$ cat src/rtl/branch_predictor_if.sv
`timescale 1ns/1ps
`default_nettype none
// +------------------------------------------------------------------+
// | branch_predictor_if : fetch query / ROB training / prediction bus|
// | Rev 1.0                                                          |
// +------------------------------------------------------------------+
interface branch_predictor_if #(
    parameter int ADDR_WIDTH = 32
);
    logic                  query_valid_from_fetcher;
    logic [ADDR_WIDTH-1:0] query_pc_from_fetcher;
    logic [31:0]           query_inst_from_fetcher;
    logic                  flush_from_rob;
    logic                  enable_from_rob;
    logic                  jump_result_from_rob;
    logic [ADDR_WIDTH-1:0] inst_pos_from_rob;
    logic                  pred_valid_to_fetcher;
    logic                  pred_jump_to_fetcher;
    logic [ADDR_WIDTH-1:0] pred_next_pc_to_fetcher;
    logic [ADDR_WIDTH-1:0] pred_inst_pos_to_fetcher;

    modport master (
        output query_valid_from_fetcher, query_pc_from_fetcher, query_inst_from_fetcher,
        output flush_from_rob, enable_from_rob, jump_result_from_rob, inst_pos_from_rob,
        input  pred_valid_to_fetcher, pred_jump_to_fetcher,
        input  pred_next_pc_to_fetcher, pred_inst_pos_to_fetcher
    );

    modport slave (
        input  query_valid_from_fetcher, query_pc_from_fetcher, query_inst_from_fetcher,
        input  flush_from_rob, enable_from_rob, jump_result_from_rob, inst_pos_from_rob,
        output pred_valid_to_fetcher, pred_jump_to_fetcher,
        output pred_next_pc_to_fetcher, pred_inst_pos_to_fetcher
    );
endinterface
`default_nettype wire

$ cat src/rtl/branch_predictor.sv
`timescale 1ns/1ps
`default_nettype none
// +------------------------------------------------------------------+
// | branch_predictor : 2-bit saturating BHT + JAL/branch target calc |
// | Rev 1.0                                                          |
// +------------------------------------------------------------------+
module branch_predictor #(
    parameter int         BHT_INDEX_BITS = 8,
    parameter int         ADDR_WIDTH     = 32,
    parameter logic [1:0] INIT_STATE     = 2'b01
) (
    input  wire logic          clk_in,
    input  wire logic          rst_in,
    input  wire logic          rdy_in,
    branch_predictor_if.slave  bus
);
    localparam int         BHT_ENTRIES = 1 << BHT_INDEX_BITS;
    localparam logic [6:0] OP_JAL      = 7'b1101111;
    localparam logic [6:0] OP_BRANCH   = 7'b1100011;

    logic [1:0]                bht_q [BHT_ENTRIES];
    logic                      pred_valid_q;
    logic                      pred_jump_q;
    logic [ADDR_WIDTH-1:0]     pred_next_pc_q;
    logic [ADDR_WIDTH-1:0]     pred_inst_pos_q;

    logic [31:0]               inst;
    logic [ADDR_WIDTH-1:0]     pc;
    logic [6:0]                opcode;
    logic [BHT_INDEX_BITS-1:0] query_idx;
    logic [BHT_INDEX_BITS-1:0] upd_idx;
    logic [ADDR_WIDTH-1:0]     imm_j;
    logic [ADDR_WIDTH-1:0]     imm_b;
    logic                      query_take;
    logic                      pred_jump_d;
    logic [ADDR_WIDTH-1:0]     pred_next_pc_d;
    logic [1:0]                upd_cur;
    logic [1:0]                upd_new;
    logic                      unused_pos_bits;

    assign inst      = bus.query_inst_from_fetcher;
    assign pc        = bus.query_pc_from_fetcher;
    assign opcode    = inst[6:0];
    assign query_idx = pc[BHT_INDEX_BITS+1:2];
    assign upd_idx   = bus.inst_pos_from_rob[BHT_INDEX_BITS+1:2];
    assign imm_j     = {{(ADDR_WIDTH-20){inst[31]}}, inst[19:12], inst[20], inst[30:21], 1'b0};
    assign imm_b     = {{(ADDR_WIDTH-12){inst[31]}}, inst[7], inst[30:25], inst[11:8], 1'b0};
    assign query_take = bus.query_valid_from_fetcher && !bus.flush_from_rob;

    // Only the index bits of the committed PC select a counter; the rest are tagless.
    assign unused_pos_bits = ^{bus.inst_pos_from_rob[ADDR_WIDTH-1:BHT_INDEX_BITS+2],
                               bus.inst_pos_from_rob[1:0]};

    always_comb begin
        pred_jump_d    = 1'b0;
        pred_next_pc_d = pc + ADDR_WIDTH'(4);
        case (opcode)
            OP_JAL: begin
                pred_jump_d    = 1'b1;
                pred_next_pc_d = pc + imm_j;
            end
            OP_BRANCH: begin
                pred_jump_d = bht_q[query_idx][1];
                if (bht_q[query_idx][1]) begin
                    pred_next_pc_d = pc + imm_b;
                end
            end
            default: ;
        endcase
    end

    assign upd_cur = bht_q[upd_idx];

    always_comb begin
        upd_new = upd_cur;
        if (bus.jump_result_from_rob) begin
            if (upd_cur != 2'b11) upd_new = upd_cur + 2'd1;
        end else begin
            if (upd_cur != 2'b00) upd_new = upd_cur - 2'd1;
        end
    end

    // Query reads the pre-update counter; a same-index commit lands after it.
    always_ff @(posedge clk_in) begin
        if (!rst_in) begin
            for (int i = 0; i < BHT_ENTRIES; i++) begin
                bht_q[i] <= INIT_STATE;
            end
        end else if (rdy_in && bus.enable_from_rob) begin
            bht_q[upd_idx] <= upd_new;
        end
    end

    always_ff @(posedge clk_in) begin
        if (!rst_in) begin
            pred_valid_q    <= 1'b0;
            pred_jump_q     <= 1'b0;
            pred_next_pc_q  <= '0;
            pred_inst_pos_q <= '0;
        end else if (rdy_in) begin
            pred_valid_q <= query_take;
            if (query_take) begin
                pred_jump_q     <= pred_jump_d;
                pred_next_pc_q  <= pred_next_pc_d;
                pred_inst_pos_q <= pc;
            end
        end
    end

    assign bus.pred_valid_to_fetcher    = pred_valid_q;
    assign bus.pred_jump_to_fetcher     = pred_jump_q;
    assign bus.pred_next_pc_to_fetcher  = pred_next_pc_q;
    assign bus.pred_inst_pos_to_fetcher = pred_inst_pos_q;

endmodule
`default_nettype wire

$ cat src/flat_wrapper.sv
// flat-port wrapper written by rule: the top's interface ports become plain ports
module branch_predictor_flat 
#(
    parameter int         BHT_INDEX_BITS = 8,
    parameter int         ADDR_WIDTH     = 32,
    parameter logic [1:0] INIT_STATE     = 2'b01
)
  (clk_in, rst_in, rdy_in, bus_query_valid_from_fetcher, bus_query_pc_from_fetcher, bus_query_inst_from_fetcher, bus_flush_from_rob, bus_enable_from_rob, bus_jump_result_from_rob, bus_inst_pos_from_rob, bus_pred_valid_to_fetcher, bus_pred_jump_to_fetcher, bus_pred_next_pc_to_fetcher, bus_pred_inst_pos_to_fetcher);
  branch_predictor_if #(.ADDR_WIDTH(ADDR_WIDTH)) bus_i ();
  input  wire logic clk_in;
  input  wire logic rst_in;
  input  wire logic rdy_in;
  input wire logic [$bits(bus_i.query_valid_from_fetcher)-1:0] bus_query_valid_from_fetcher;
  input wire logic [$bits(bus_i.query_pc_from_fetcher)-1:0] bus_query_pc_from_fetcher;
  input wire logic [$bits(bus_i.query_inst_from_fetcher)-1:0] bus_query_inst_from_fetcher;
  input wire logic [$bits(bus_i.flush_from_rob)-1:0] bus_flush_from_rob;
  input wire logic [$bits(bus_i.enable_from_rob)-1:0] bus_enable_from_rob;
  input wire logic [$bits(bus_i.jump_result_from_rob)-1:0] bus_jump_result_from_rob;
  input wire logic [$bits(bus_i.inst_pos_from_rob)-1:0] bus_inst_pos_from_rob;
  output wire logic [$bits(bus_i.pred_valid_to_fetcher)-1:0] bus_pred_valid_to_fetcher;
  output wire logic [$bits(bus_i.pred_jump_to_fetcher)-1:0] bus_pred_jump_to_fetcher;
  output wire logic [$bits(bus_i.pred_next_pc_to_fetcher)-1:0] bus_pred_next_pc_to_fetcher;
  output wire logic [$bits(bus_i.pred_inst_pos_to_fetcher)-1:0] bus_pred_inst_pos_to_fetcher;
  assign bus_i.query_valid_from_fetcher = bus_query_valid_from_fetcher;
  assign bus_i.query_pc_from_fetcher = bus_query_pc_from_fetcher;
  assign bus_i.query_inst_from_fetcher = bus_query_inst_from_fetcher;
  assign bus_i.flush_from_rob = bus_flush_from_rob;
  assign bus_i.enable_from_rob = bus_enable_from_rob;
  assign bus_i.jump_result_from_rob = bus_jump_result_from_rob;
  assign bus_i.inst_pos_from_rob = bus_inst_pos_from_rob;
  assign bus_pred_valid_to_fetcher = bus_i.pred_valid_to_fetcher;
  assign bus_pred_jump_to_fetcher = bus_i.pred_jump_to_fetcher;
  assign bus_pred_next_pc_to_fetcher = bus_i.pred_next_pc_to_fetcher;
  assign bus_pred_inst_pos_to_fetcher = bus_i.pred_inst_pos_to_fetcher;
  branch_predictor #(.BHT_INDEX_BITS(BHT_INDEX_BITS), .ADDR_WIDTH(ADDR_WIDTH), .INIT_STATE(INIT_STATE)) u_core (.clk_in(clk_in), .rst_in(rst_in), .rdy_in(rdy_in), .bus(bus_i));
endmodule
$ cat config.mk
export PLATFORM = sky130hd
export DESIGN_NAME = branch_predictor_flat
export DESIGN_NICKNAME = d
export VERILOG_FILES = /design/src/rtl/branch_predictor_if.sv /design/src/rtl/branch_predictor.sv /design/src/flat_wrapper.sv
export SDC_FILE = /design/constraint.sdc
export NUM_CORES = 1
export LEC_CHECK = 0
export CORE_MARGIN = 1.5
export CORE_UTILIZATION = 25
export DETAILED_ROUTE_END_ITERATION = 7
export SYNTH_ARGS = -nofsm -noshare
export SYNTH_HDL_FRONTEND = slang
export SYNTH_SLANG_ARGS = --single-unit
$ cat constraint.sdc
create_clock -name clk_in -period 4.2 [get_ports clk_in]
set_input_delay 0.84 -clock clk_in [delete_from_list [all_inputs] [get_ports clk_in]]
set_output_delay 0.84 -clock clk_in [all_outputs]
set_load 0.005 [all_outputs]
==> run_results.csv <==
group,metric,value,unit
timing,slew_headroom,21.9,%
floorplan,die_y,365,um
critical_path,startpoint_type,"input port",
critical_path,cp_max_fo,13,
floorplan,initial_core_util,25.3,%
yosys,synth-seq-area-share,50.8,%
yosys,synthAdderAreaFrac,1.86,%
critical_path,cp-end-kind,"register",
layout,fin_nets,3153,
clocking,root_buffer,"clkbuf_16",
timing,period_needed,3.77,ns
power_and_ir_drop,peakVddDrop,0.000313,V
clocking,numCtsBuffers,57,
yosys,synth_edf_count,512,
global_route,use_met1,22.9,%
critical_path,reg2reg_from,"u_core.bht_q[94][1]",
global_route,grt_start_max_net_pins,209,
routing,drt-initial-drc-count,3657,
critical_path,crit_arrival,4.30,ns
global_route,grt_pass1_vias,25200,
critical_path,worstPathCellList,"buf_4, buf_12, mux4_2, mux2i_1, o2bb2ai_1, a2111oi_0, a2111o_1, o2bb2ai_4, and2_1, buf_4, buf_4, mux2i_1, a21oi_1",
floorplan,dieWidth,365,um
yosys,synthFlopType,"edfxtp_1",
floorplan,io_pins,169,
routing,wl_per_cell,24.4,um
clocking,tritoncts,"built",
global_route,grt_pass1_wl,169000,um
power_and_ir_drop,internal_power,10.2,mW
routing,drcViolationCount,0,
clocking,cts_buffer_depth,3,
yosys,synth_mux_area_share,16.2,%
critical_path,critical_path.startpoint,"bus_query_pc_from_fetcher[2]",
power_and_ir_drop,power.share.clock,36.8,%
floorplan,rows,132,
yosys,syn_area,32800,um^2
place,port_buffers,144,
yosys,synth_top_family_by_area,"multiplexers",
global_route,grtUsageTotal,17.0,%
global_route,grt_busiest_layer,"met2",
routing,vias_per_cell,5.53,
floorplan,die_area,133000,um^2
yosys,syn_nets,2990,
global_route,grtUsageMet2,27.2,%
yosys,async_flop_share,0,%
power_and_ir_drop,p_per_area,351,nW/um^2
clocking,htreeDepth,2,
yosys,synth_compound_area_share,10.9,%
yosys,synth-simple-area-share,13.9,%
floorplan,core_area,130000,um^2
yosys,syn-instance-count,2841,
yosys,synthXorXnorAreaFrac,1.90,%
yosys,synth_seq_cells,577,
clocking,clock-sinks,577,
place,place_congestion,0.923,
layout,design_area,39900,um^2
layout,area_growth,21.5,%
min_path,holdPathStages,2,
place,dp_hpwl,79800,um
timing,rsz0062_at_grt,"no",
routing,first_pass_iters,5,
routing,ant_nets,0,
critical_path,reg2reg_to,"u_core.bus.pred_next_pc_to_fetcher[30]",
critical_path,path_class,"input port to register",
power_and_ir_drop,p_switching,3.82,mW
power_and_ir_drop,seq_power_share,45.8,%
timing,fin_crit_sh,89.8,%
layout,nFillCells,13200,
yosys,syn_area_per_cell,11.5,um^2
clocking,cts.clk_slew.worst_paths,0.06,ns
timing,tns,0,ns
layout,layout_common_cells,"edfxtp_1 (512), o21ai_0 (311), nand3_1 (288)",
timing,fmax,265,MHz
status,status,"finished clean",
timing,hold_viol_final,0,
yosys,synth_warnings,0,
clocking,clk_latency,0.69,ns
critical_path,worstPathRequired,4.72,ns
routing,vias,26500,
routing,wirelength,117000,um
run,drv_cap,0,
critical_path,critPathCapture,"u_core.bus.pred_next_pc_to_fetcher[30]",
layout,mostFrequentLayoutCell,"edfxtp_1",
place,placed_cell_area,38100,um^2
critical_path,rrSetupSlack,0.80,ns
min_path,hold_class,"register to register",
critical_path,worst_path_largest_cell_delay,0.95,ns
critical_path,crit_top_cell,"buf_4",
clocking,cts_setup_buffers,0,
power_and_ir_drop,p_comb_share,17.4,%
timing,finalMaxSlewViolations,0,
timing,setup_viol,0,
timing,skew,0.0599,ns
critical_path,reg2regPathDepth,11,
global_route,antenna_found_initial,4,
timing,worst_slew_pin_slew,1.14,ns
clocking,post_cts.resized_instances,0,
critical_path,crit_slowest_cell,"a2111oi_0",
power_and_ir_drop,p_leak,12.0,nW
layout,drive_gt1_share,21.2,%
global_route,overflow,0,
power_and_ir_drop,switching_share,27.3,%
global_route,grtUsageMet3,3.71,%
yosys,ys_types,72,
clocking,cts_hold_buf,0,
cell usage after synthesis, types with 13 or more instances:
cell / number / area [um^2]
nand2b_1: 17 / 106
nor2_1: 90 / 338
a21oi_1: 79 / 395
nand3_1: 288 / 1440
edfxtp_1: 512 / 15400
nor2b_1: 15 / 93.8
a211oi_1: 15 / 113
a21o_1: 24 / 180
dfxtp_1: 65 / 1300
nor3_1: 275 / 1380
mux4_2: 221 / 4980
xnor2_1: 44 / 385
o21ai_0: 311 / 1560
nand2_1: 184 / 691
buf_2: 79 / 395
a31oi_1: 13 / 81.3
xor2_1: 27 / 236
buf_4: 14 / 105
and2_1: 15 / 93.8
inv_1: 17 / 63.8
a21boi_0: 33 / 248
a22oi_1: 15 / 113
nand4_1: 19 / 119
and3_1: 16 / 100
ha_1: 44 / 551
clkbuf_1: 232 / 871
mux2i_1: 29 / 290
flip-flops by register name (all words and copies together), names as in the netlist:
register / cells
u_core.bht_q: 512
u_core.bus.pred_next_pc_to_fetcher: 31
u_core.bus.pred_valid_to_fetcher: 1
u_core.bus.pred_inst_pos_to_fetcher: 32
u_core.bus.pred_jump_to_fetcher: 1
kinds of logic (layout without fill, tap and decap cells):
logic type                 after synthesis  after routing
AOI/OAI and AO/OA                      595            595
xor gates and xnor gates                71             71
adders and majority gates               48             48
buffers and inverters                  351            561
DFF                                    577            577
muxes                                  254            254
other                                    0              3
and+or+nand+nor                        945            945
worst min path at each step:
stage,startpoint,end,slack [ns]
6_report,u_core.bus.pred_inst_pos_to_fetcher[21],u_core.bus.pred_inst_pos_to_fetcher[21],0.46
5_1_grt,u_core.bus.pred_inst_pos_to_fetcher[9],u_core.bus.pred_inst_pos_to_fetcher[9],0.48
4_1_cts,u_core.bus.pred_inst_pos_to_fetcher[25],u_core.bus.pred_inst_pos_to_fetcher[25],0.47
3_5_place_dp,u_core.bus.pred_inst_pos_to_fetcher[21],u_core.bus.pred_inst_pos_to_fetcher[21],0.46
3_3_place_gp,u_core.bus.pred_inst_pos_to_fetcher[26],u_core.bus.pred_inst_pos_to_fetcher[26],0.45
2_1_floorplan,u_core.bus.pred_inst_pos_to_fetcher[10],u_core.bus.pred_inst_pos_to_fetcher[10],0.46
worst max-delay path, delay by kind of cell:
| kind | cells | cell delay, ns |
|---|---|---|
| AO/OA/AOI/OAI | 5 | 1.59 |
| buffers and inverters | 4 | 0.93 |
| multiplexers | 3 | 0.55 |
| AND/OR/NAND/NOR | 1 | 0.32 |
routing by layer:
metal | up-vias | part of all wire, %
li1 | 11300 | -
met1 | 13300 | 39
met2 | 1621 | 46
met3 | 232 | 11
met4 | 0 | 3.3
met5 | - | 0
cell type report:
cell class	count	area, um^2	area share (%)
flip-flops and latches	577	16700	41.8
multi-input cells	1913	14800	37.1
repair buffers	437	4340	10.9
well taps	1742	2180	5.47
clock buffers	80	1610	4.03
clock inverters	26	213	0.533
inverters	18	67.6	0.169
diodes	3	7.51	0.0188
per-stage QoR:
stage	instances	hold slack [ns]	worst slack, ns	power [mW]	util [%]
after floorplan	2841	0.460	0.350	7.85	-
after CTS	4793	0.467	0.609	14.0	30.7
after global placement	4687	0.452	-0.177	8.91	29.3
final	4796	0.463	0.427	14.0	30.7
after global routing	4794	0.484	0.452	14.4	30.7
after detailed placement	4687	0.459	-0.0577	8.93	29.3
power by group through the flow:
stage          sequential [mW]  clock [mW]  combinational, mW
3_5_place_dp              6.53           0               2.40
6_report                  6.41        5.14               2.43
2_1_floorplan             6.50           0               1.35
4_1_cts                   6.41        5.20               2.41
3_3_place_gp              6.53           0               2.39
5_1_grt                   6.42        5.41               2.58
(Power assumes the default switching activity.)
